## config.mk

```make
export PLATFORM = sky130hd
export DESIGN_NAME = frv_wb_arb
export DESIGN_NICKNAME = d
export VERILOG_FILES = /design/src/rtl/frv_wb_arb_pkg.sv /design/src/rtl/frv_wb_tmo.sv /design/src/rtl/frv_wb_arb.sv
export SDC_FILE = /design/constraint.sdc
export NUM_CORES = 1
export LEC_CHECK = 0
export CORE_AREA = 2 2 108 110
export DETAILED_ROUTE_END_ITERATION = 10
export DIE_AREA = 0 0 110 112
export PLACE_DENSITY = 0.66
export RECOVER_POWER = 100
export SLEW_MARGIN = 30
export SYNTH_ARGS = -nofsm -noshare
export SYNTH_HDL_FRONTEND = slang
export SYNTH_HIERARCHICAL = 1
export SYNTH_SLANG_ARGS = --single-unit
```

## constraint.sdc

```tcl
create_clock -name clk_i -period 2.6 [get_ports clk_i]
set_input_delay 0.26 -clock clk_i [delete_from_list [all_inputs] [get_ports clk_i]]
set_output_delay 0.26 -clock clk_i [all_outputs]
set_load 0.02 [all_outputs]
```

## src/rtl/frv_wb_arb_pkg.sv

```systemverilog
// Shared types and constants for the FazyRV two-port Wishbone arbiter.
//   arb_state_e      : arbiter FSM states
//   GNT_IMEM/DMEM    : bit positions of the grant vector
//   ERR_DATA_DEFAULT : read data handed back on a timeout abort
package frv_wb_arb_pkg;

    typedef enum logic [1:0] {
        IDLE  = 2'd0,
        GNT_I = 2'd1,
        GNT_D = 2'd2,
        ABORT = 2'd3
    } arb_state_e;

    localparam int unsigned GNT_IMEM = 0;
    localparam int unsigned GNT_DMEM = 1;

    localparam logic [31:0] ERR_DATA_DEFAULT = 32'hDEAD_BEEF;

    // Tie-break between two simultaneous requests: serve the master that
    // was not served last.
    function automatic arb_state_e tie_winner(input logic last_dmem);
        return last_dmem ? GNT_I : GNT_D;
    endfunction

endpackage

```

## src/rtl/frv_wb_tmo.sv

```systemverilog
// Bus-timeout wait counter for the arbiter.
//   clk, rst : clock, asynchronous active-high reset
//   clr      : zero the counter (held while no transfer is granted)
//   en       : count one waiting cycle
//   expired  : counter has reached TIMEOUT-1; constant 0 when TIMEOUT = 0
// The 8-bit counter saturates at 255 instead of wrapping.
module frv_wb_tmo #(
    parameter int unsigned TIMEOUT = 16
) (
    input  logic clk,
    input  logic rst,
    input  logic clr,
    input  logic en,
    output logic expired
);

    if (TIMEOUT == 0) begin : g_disabled
        logic unused_inputs;
        assign unused_inputs = clk ^ rst ^ clr ^ en;
        assign expired = 1'b0;
    end else begin : g_counter
        logic [7:0] cnt_q;
        logic [7:0] cnt_d;

        always_comb begin
            cnt_d = cnt_q;
            if (clr) begin
                cnt_d = 8'd0;
            end else if (en && (cnt_q != 8'hFF)) begin
                cnt_d = cnt_q + 8'd1;
            end
        end

        always_ff @(posedge clk or posedge rst) begin
            if (rst) begin
                cnt_q <= 8'd0;
            end else begin
                cnt_q <= cnt_d;
            end
        end

        assign expired = (cnt_q == 8'(TIMEOUT - 1));
    end

endmodule

```

## src/rtl/frv_wb_arb.sv

```systemverilog
// Two-port Wishbone arbiter: FazyRV imem and dmem share one memory port.
//   clk_i, rst_i      : clock, asynchronous active-high reset
//   wb_imem_*         : instruction master (read-only) request / response
//   wb_dmem_*         : data master request / response
//   m_*               : shared memory-side Wishbone port
//   gnt_o             : current grant, bit GNT_IMEM / GNT_DMEM, one-hot or zero
//   timeout_o         : sticky flag, set when any transfer is aborted
// One grant at a time, round-robin on ties, an IDLE bubble between grants and
// an ABORT cycle that completes a hung transfer with ERR_DATA.
module frv_wb_arb
    import frv_wb_arb_pkg::*;
#(
    parameter int unsigned TIMEOUT  = 16,
    parameter logic [31:0] ERR_DATA = ERR_DATA_DEFAULT
) (
    input  logic        clk_i,
    input  logic        rst_i,

    input  logic        wb_imem_cyc_i,
    input  logic        wb_imem_stb_i,
    input  logic [31:0] wb_imem_adr_i,
    output logic [31:0] wb_imem_dat_o,
    output logic        wb_imem_ack_o,

    input  logic        wb_dmem_cyc_i,
    input  logic        wb_dmem_stb_i,
    input  logic        wb_dmem_we_i,
    input  logic [3:0]  wb_dmem_be_i,
    input  logic [31:0] wb_dmem_adr_i,
    input  logic [31:0] wb_dmem_dat_i,
    output logic [31:0] wb_dmem_dat_o,
    output logic        wb_dmem_ack_o,

    output logic        m_cyc_o,
    output logic        m_stb_o,
    output logic        m_we_o,
    output logic [3:0]  m_be_o,
    output logic [31:0] m_adr_o,
    output logic [31:0] m_dat_o,
    input  logic [31:0] m_dat_i,
    input  logic        m_ack_i,

    output logic [1:0]  gnt_o,
    output logic        timeout_o
);

    arb_state_e state_q, state_d;
    logic       last_dmem_q, last_dmem_d;  // 1: dmem was served last
    logic       timeout_q, timeout_d;

    logic imem_req;
    logic dmem_req;
    logic granted;
    logic tmo_expired;

    assign imem_req = wb_imem_cyc_i & wb_imem_stb_i;
    assign dmem_req = wb_dmem_cyc_i & wb_dmem_stb_i;
    assign granted  = (state_q == GNT_I) || (state_q == GNT_D);

    // Holding the counter clear outside GNT states makes it start at zero on
    // every grant entry.
    frv_wb_tmo #(
        .TIMEOUT (TIMEOUT)
    ) u_tmo (
        .clk     (clk_i),
        .rst     (rst_i),
        .clr     (!granted),
        .en      (granted && !m_ack_i),
        .expired (tmo_expired)
    );

    always_comb begin
        state_d     = state_q;
        last_dmem_d = last_dmem_q;
        timeout_d   = timeout_q;

        m_cyc_o       = 1'b0;
        m_stb_o       = 1'b0;
        m_we_o        = 1'b0;
        m_be_o        = 4'h0;
        m_adr_o       = 32'h0;
        m_dat_o       = 32'h0;
        wb_imem_ack_o = 1'b0;
        wb_imem_dat_o = 32'h0;
        wb_dmem_ack_o = 1'b0;
        wb_dmem_dat_o = 32'h0;
        gnt_o         = 2'b00;

        case (state_q)
            IDLE: begin
                if (imem_req && dmem_req) begin
                    state_d = tie_winner(last_dmem_q);
                end else if (imem_req) begin
                    state_d = GNT_I;
                end else if (dmem_req) begin
                    state_d = GNT_D;
                end
            end

            GNT_I: begin
                gnt_o[GNT_IMEM] = 1'b1;
                m_cyc_o         = imem_req;
                m_stb_o         = imem_req;
                m_be_o          = 4'hF;
                m_adr_o         = wb_imem_adr_i;
                wb_imem_ack_o   = m_ack_i;
                wb_imem_dat_o   = m_dat_i;
                if (m_ack_i) begin
                    last_dmem_d = 1'b0;
                    state_d     = IDLE;
                end else if (!wb_imem_cyc_i) begin
                    state_d = IDLE;
                end else if (tmo_expired) begin
                    // last is recorded now so ABORT knows whom to ack
                    last_dmem_d = 1'b0;
                    timeout_d   = 1'b1;
                    state_d     = ABORT;
                end
            end

            GNT_D: begin
                gnt_o[GNT_DMEM] = 1'b1;
                m_cyc_o         = dmem_req;
                m_stb_o         = dmem_req;
                m_we_o          = wb_dmem_we_i;
                m_be_o          = wb_dmem_be_i;
                m_adr_o         = wb_dmem_adr_i;
                m_dat_o         = wb_dmem_dat_i;
                wb_dmem_ack_o   = m_ack_i;
                wb_dmem_dat_o   = m_dat_i;
                if (m_ack_i) begin
                    last_dmem_d = 1'b1;
                    state_d     = IDLE;
                end else if (!wb_dmem_cyc_i) begin
                    state_d = IDLE;
                end else if (tmo_expired) begin
                    last_dmem_d = 1'b1;
                    timeout_d   = 1'b1;
                    state_d     = ABORT;
                end
            end

            ABORT: begin
                if (last_dmem_q) begin
                    wb_dmem_ack_o = 1'b1;
                    wb_dmem_dat_o = ERR_DATA;
                end else begin
                    wb_imem_ack_o = 1'b1;
                    wb_imem_dat_o = ERR_DATA;
                end
                state_d = IDLE;
            end

            default: begin
                state_d = IDLE;
            end
        endcase
    end

    always_ff @(posedge clk_i or posedge rst_i) begin
        if (rst_i) begin
            state_q     <= IDLE;
            last_dmem_q <= 1'b0;
            timeout_q   <= 1'b0;
        end else begin
            state_q     <= state_d;
            last_dmem_q <= last_dmem_d;
            timeout_q   <= timeout_d;
        end
    end

    assign timeout_o = timeout_q;

endmodule
```

== Yosys cells after proc, flatten, opt, wreduce, memory -nomap -nowiden ==
Cells that the tools add are included.

* Bits in registers: 12
* Input bits: 140
* Word-level logic and storage cells: 71

* $add $sub $neg: 1
* Eq/ne operators: 15
* Muxes and demuxes: 40
* Bitwise gates (word level): 2
* Reduce and logical (&&, ||, !) cells: 9

{| class="wikitable"
|+ Operators by type and width
! operator !! count
|-
| 32-bit one-hot mux with 2 select lines || 3
|-
| 32-bit 2-to-1 mux || 3
|-
| 2-bit 2-to-1 mux || 9
|-
| 1-bit 2-to-1 mux || 16
|-
| 8-bit 2-to-1 mux || 2
|-
| 3-bit inequality test (second input constant) || 4
|-
| 1-bit one-hot mux with 2 select lines || 5
|-
| 5-bit AND reduction || 2
|-
| 8-bit by 1-bit adder with 8-bit output (second input constant) || 1
|-
| 8-bit by 4-bit == test with 1-bit output (second input constant) || 1
|-
| 2-bit inequality test (second input constant) || 4
|-
| 8-bit inequality test (second input constant) || 1
|-
| 2-bit one-hot mux with 4 select lines || 1
|-
| 4-bit one-hot mux with 2 select lines || 1
|-
| 2-bit == test (second input constant) || 2
|-
| 4-bit inequality test (second input constant) || 1
|-
| 1-bit logical AND || 3
|-
| 1-bit bitwise AND || 2
|-
| 2-bit by 1-bit == test with 1-bit output (second input constant) || 1
|-
| 2-bit zero test || 1
|-
| 2-bit by 1-bit inequality test with 1-bit output (second input constant) || 1
|-
| 2-bit nonzero test || 1
|-
| 1-bit zero test || 1
|-
| 1-bit logical OR || 1
|}

== Depth between registers and ports, before layout ==
Gate-level depths: netlist of the first run.

* Word-level depth: 6
* Gate-level depth with buffers: 8
* Mapped depth without buffers: 7

== Hierarchy ==
Netlist of the first run, hierarchy kept.

{| class="wikitable"
|+ By module, submodules not included
! module !! instances !! cells each !! area each (um^2)
|-
| frv_wb_arb || 1 || 300 || 1622.8
|-
| frv_wb_tmo || 1 || 49 || 491.7
|}

== Worst setup path before layout of the first run ==
Ideal clock, no wire load.

* Kind: register -> register
* Start: reg state_q[0]
* End: reg u_tmo.g_counter.cnt_q[3]
* Setup time: 128 ps
* Data arrival time: 1866 ps
* Setup slack: 607 ps
* Stages on the path, launching flop included: 9
* Path buffers: 1
* Cell sequence: dfrtp_1 > inv_1 > ha_1 > inv_1 > buf_2 > nor2_1 > nand4_1 > a21oi_1 > mux2_1

* Longest elaborated chain between the ends: 5
* Elaborated cells between the ends (all ways): 7
* Those cells by class: 3 x eq/ne; 1 x mux; 3 x reduce/logical

{| class="wikitable"
|+ RTL lines
! item !! line !! RTL
|-
| start: declaration || frv_wb_arb.sv:47 || <nowiki>arb_state_e state_q, state_d;</nowiki>
|-
| start signal: assignment || frv_wb_arb.sv:166 || <nowiki>state_q <= state_d;</nowiki>
|-
| 2-bit by 1-bit == test with 1-bit output or 2-bit == test (tied branches) || frv_wb_arb.sv:58 || <nowiki>assign granted = (state_q == GNT_I) || (state_q == GNT_D);</nowiki>
|-
| 1-bit logical OR (*) || frv_wb_arb.sv:58 ||
|-
| 1-bit logical AND || frv_wb_arb.sv:68 || <nowiki>.en (granted && !m_ack_i),</nowiki>
|-
| 1-bit logical AND || frv_wb_tmo.sv:29 || <nowiki>end else if (en && (cnt_q != 8'hFF)) begin</nowiki>
|-
| 2-bit by 1-bit inequality test with 1-bit output (no line) || n/a ||
|-
| end signal: assignment || frv_wb_tmo.sv:38 || <nowiki>cnt_q <= cnt_d;</nowiki>
|-
| end: declaration || frv_wb_tmo.sv:22 || <nowiki>logic [7:0] cnt_q;</nowiki>
|}

Mark *: on every way between the ends. The rest lies on a longest branch, timed or not.
A chain may end at the register's enable or synchronous reset.

== Worst setup path in the final report of the first run ==
* Start: reg state_q[0]
* End: out m_adr_o[31]

* Longest elaborated chain between the ends: 2
* Elaborated cells between the ends (all ways): 3
* Those cells by class: 2 x eq/ne; 1 x mux

{| class="wikitable"
|+ RTL lines
! item !! line !! RTL
|-
| 2-bit == test or 2-bit by 1-bit == test with 1-bit output (tied branches) || frv_wb_arb.sv:89 || <nowiki>case (state_q)</nowiki>
|-
| 32-bit one-hot mux with 2 select lines (*) || frv_wb_arb.sv:89 ||
|-
| end: declaration || frv_wb_arb.sv:38 || <nowiki>output logic [31:0] m_adr_o,</nowiki>
|}

Marked as above.

==> impl_metrics.ini, run 1 <==
[routing]
drtIter0Drc = 182
final_antenna_net_count = 0
avgRoutedWirePerCell_um = 15.5
detail_route.vias_per_cell = 4.56
dr.pass1.iters = 4
vias = 3431
drcViolationCount = 0
routed_wl_um = 11700

[worst_setup_path]
ff2ff_path_depth = 7
endpoint = m_adr_o[31]
cp_slowest_cell = clkdlybuf4s50_1
start_kind = register
crit_path_end_kind = output port
cpMostUsedCell = inv_1
worstReg2RegEnd = u_tmo/g_counter.cnt_q[0]
cp_max_fo = 48
required_ps = 2340
critPathMaxStageDelay_ps = 610
regToRegStartpoint = state_q[0]
cp_cell_sequence = inv_1, ha_1, inv_1, buf_12, nor2_1, clkdlybuf4s50_1
critPathArrivalTime_ps = 2250
crit_type = register to output port
critPathLaunch = state_q[0]
r2r_slack_ps = 270

[yosys]
synth-seq-cells = 12
netlist_area_um2 = 2110
synth.top_cell.area_share = 0.185
post_synth.cell_area_avg_um2 = 6.06
syn_nets = 497
yosys.area.top_type = nand2_1
synth_edf_count = 0
ys_async_sr_fraction = 1.00
yosys_warnings = 6
synth_area_leaders = nand2_1 (18%), and2_1 (15%), dfrtp_1 (14%)
synth_ff_type = dfrtp_1
synth_cells = 349
ys_types = 42
synth_seq_area_share = 0.142

[placed_design]
gp_congestion = 0.859
post-dp-hpwl_um = 9300
port_buffers = 279
dp_cells = 749

[cts]
path_clk_slew_ps = 50
htreeDepth = 1
cts_buffer_depth = 2
clock_latency_ps = 240
cts_num_sinks = 12
numCtsBuffers = 3
cts_tree = done
root_buffer = clkbuf_16

[floorplan]
die_area_um2 = 12300
io_pins = 280
num_rows = 39
fp.dieH_um = 112
core-area_um2 = 11200
die_x_um = 110
start_util = 0.189

[power_and_ir_drop]
leakage_uw = 0.00223
power.density_nw_per_um2 = 713
total_power_uw = 3550
worst_ir_drop_vdd_mv = 0.517

[layout]
layout_common_cells = clkdlybuf4s50_1 (207), nand2_1 (104), and2_1 (51)
syn2layout_area_growth_pct = 135
final_common_cell = clkdlybuf4s50_1
diodes = 0
final_cells = 753
drive_gt1_frac = 0.0328
fin_nets = 759

[timing]
drv_slew = 0
hold_viol_final = 0
slew_headroom = 0.729
fin_worst_skew_ps = 3.76
hold_ws_ps = 393
fin_crit_sh = 0.964
setup_viol = 0
finalCriticalPeriod_ps = 2510
fmax_mhz = 399
worst_pin_slew_ps = 403

[grt]
first_global_vias = 3163
met2_usage = 0.307
grt_max_degree = 56
busiest_layer = met2
gr-usage-all-layers = 0.173
grt_use_met1 = 0.208
antenna_found_initial = 0
overflow = 0
grt_pass1_wl_um = 16800
met3_usage = 0.0416

[status]
run_status = finished, final reports clean

[run]
max_cap_violations = 0

[hold_path]
holdCritPathClass = primary input to asynchronous set/reset pin
## Yosys cell counts (2+ instances only)
| cell | count |
|---|---|
| inv_1 | 7 |
| o211ai_1 | 2 |
| a41oi_1 | 2 |
| clkbuf_1 | 23 |
| ha_1 | 8 |
| nor3_1 | 4 |
| a21oi_1 | 7 |
| buf_6 | 2 |
| buf_2 | 5 |
| nor2_1 | 42 |
| buf_4 | 3 |
| nor3b_1 | 2 |
| nand3_1 | 4 |
| o21ai_0 | 2 |
| dfrtp_1 | 12 |
| nand2b_1 | 4 |
| nand2_1 | 104 |
| nor2b_1 | 4 |
| a211oi_1 | 3 |
| a31oi_1 | 3 |
| a311oi_1 | 2 |
| nand4_1 | 2 |
| and2_1 | 51 |
| a22oi_1 | 33 |
## registers in the layout, indices dropped and copies added (netlist names)
name                   flops
timeout_o                  1
u_tmo/g_counter.cnt_q      8
state_q                    2
last_dmem_q                1
## how the worst min path moves through the flow
stage                     slack (ps)  cells after the start          end
after floorplan                   30                      1  last_dmem_q
after global placement           470                      1    timeout_o
after detailed placement         460                      1    timeout_o
after CTS                        270                      2   state_q[1]
after global routing             420                      2    timeout_o
final                            390                      2    timeout_o
## area by class of cell
| class | count | area (um^2) |
|---|---|---|
| fill | 1176 | 6200 |
| timing repair buffer | 291 | 2740 |
| multi-input combinational | 296 | 1640 |
| sequential | 12 | 302 |
| tap | 143 | 179 |
| clock buffer | 4 | 88.8 |
| inverter | 7 | 26.3 |
## where the power goes
group	internal (uW)	switching, uW
Clock	232	84.7
Sequential	214	34.3
Combinational	1320	1660
## what timing repair did
item,4_1_cts,5_1_grt
hold buffers,0,0
hold endpoints to repair,0,0
endpoints found under the setup margin,0,40
setup buffers,0,0
resized for setup,0,33
## worst max-delay path, delay by kind of cell, from the launching register on
family        cells  cell delay (ps)
simple gates      1              130
buf+inv           4             1040
fa+ha+maj         1              370
flops             1              440
## cell families (layout without fill, tap and decap cells)
| kind of cell | Yosys count | count (layout) | share of synthesized area |
|---|---|---|---|
| and+or+nand+nor | 223 | 223 | 0.487 |
| muxes | 3 | 3 | 0.0172 |
| adders and majority gates | 8 | 8 | 0.0473 |
| AOI/OAI and AO/OA | 62 | 62 | 0.218 |
| buffers and inverters | 41 | 302 | 0.0882 |
| DFF | 12 | 12 | 0.142 |
## routing by layer
metal / wire [um] / share of wire
met5: 0 / 0
met4: 154 / 0.013
met3: 1120 / 0.096
met2: 5790 / 0.50
met1: 4600 / 0.39
## metrics by stage
stage	setup WS, ps	cell area [um^2]	setup TNS, ps	util
after floorplan	607	2110	0	-
after global placement	290	5060	0	0.453
after detailed placement	273	5060	0	0.453
after CTS	20.9	5150	0	0.461
after global routing	-3.31	4970	-6.57	0.445
final	93.5	4970	0	0.445
(Power assumes the default switching activity.)
==> run 2: changes to the inputs <==
ABC_CLOCK_PERIOD_IN_PS = 2600   (was unset)
==> results of run 2 <==
Final layout, timing and power as in run 1 (identical DEF).
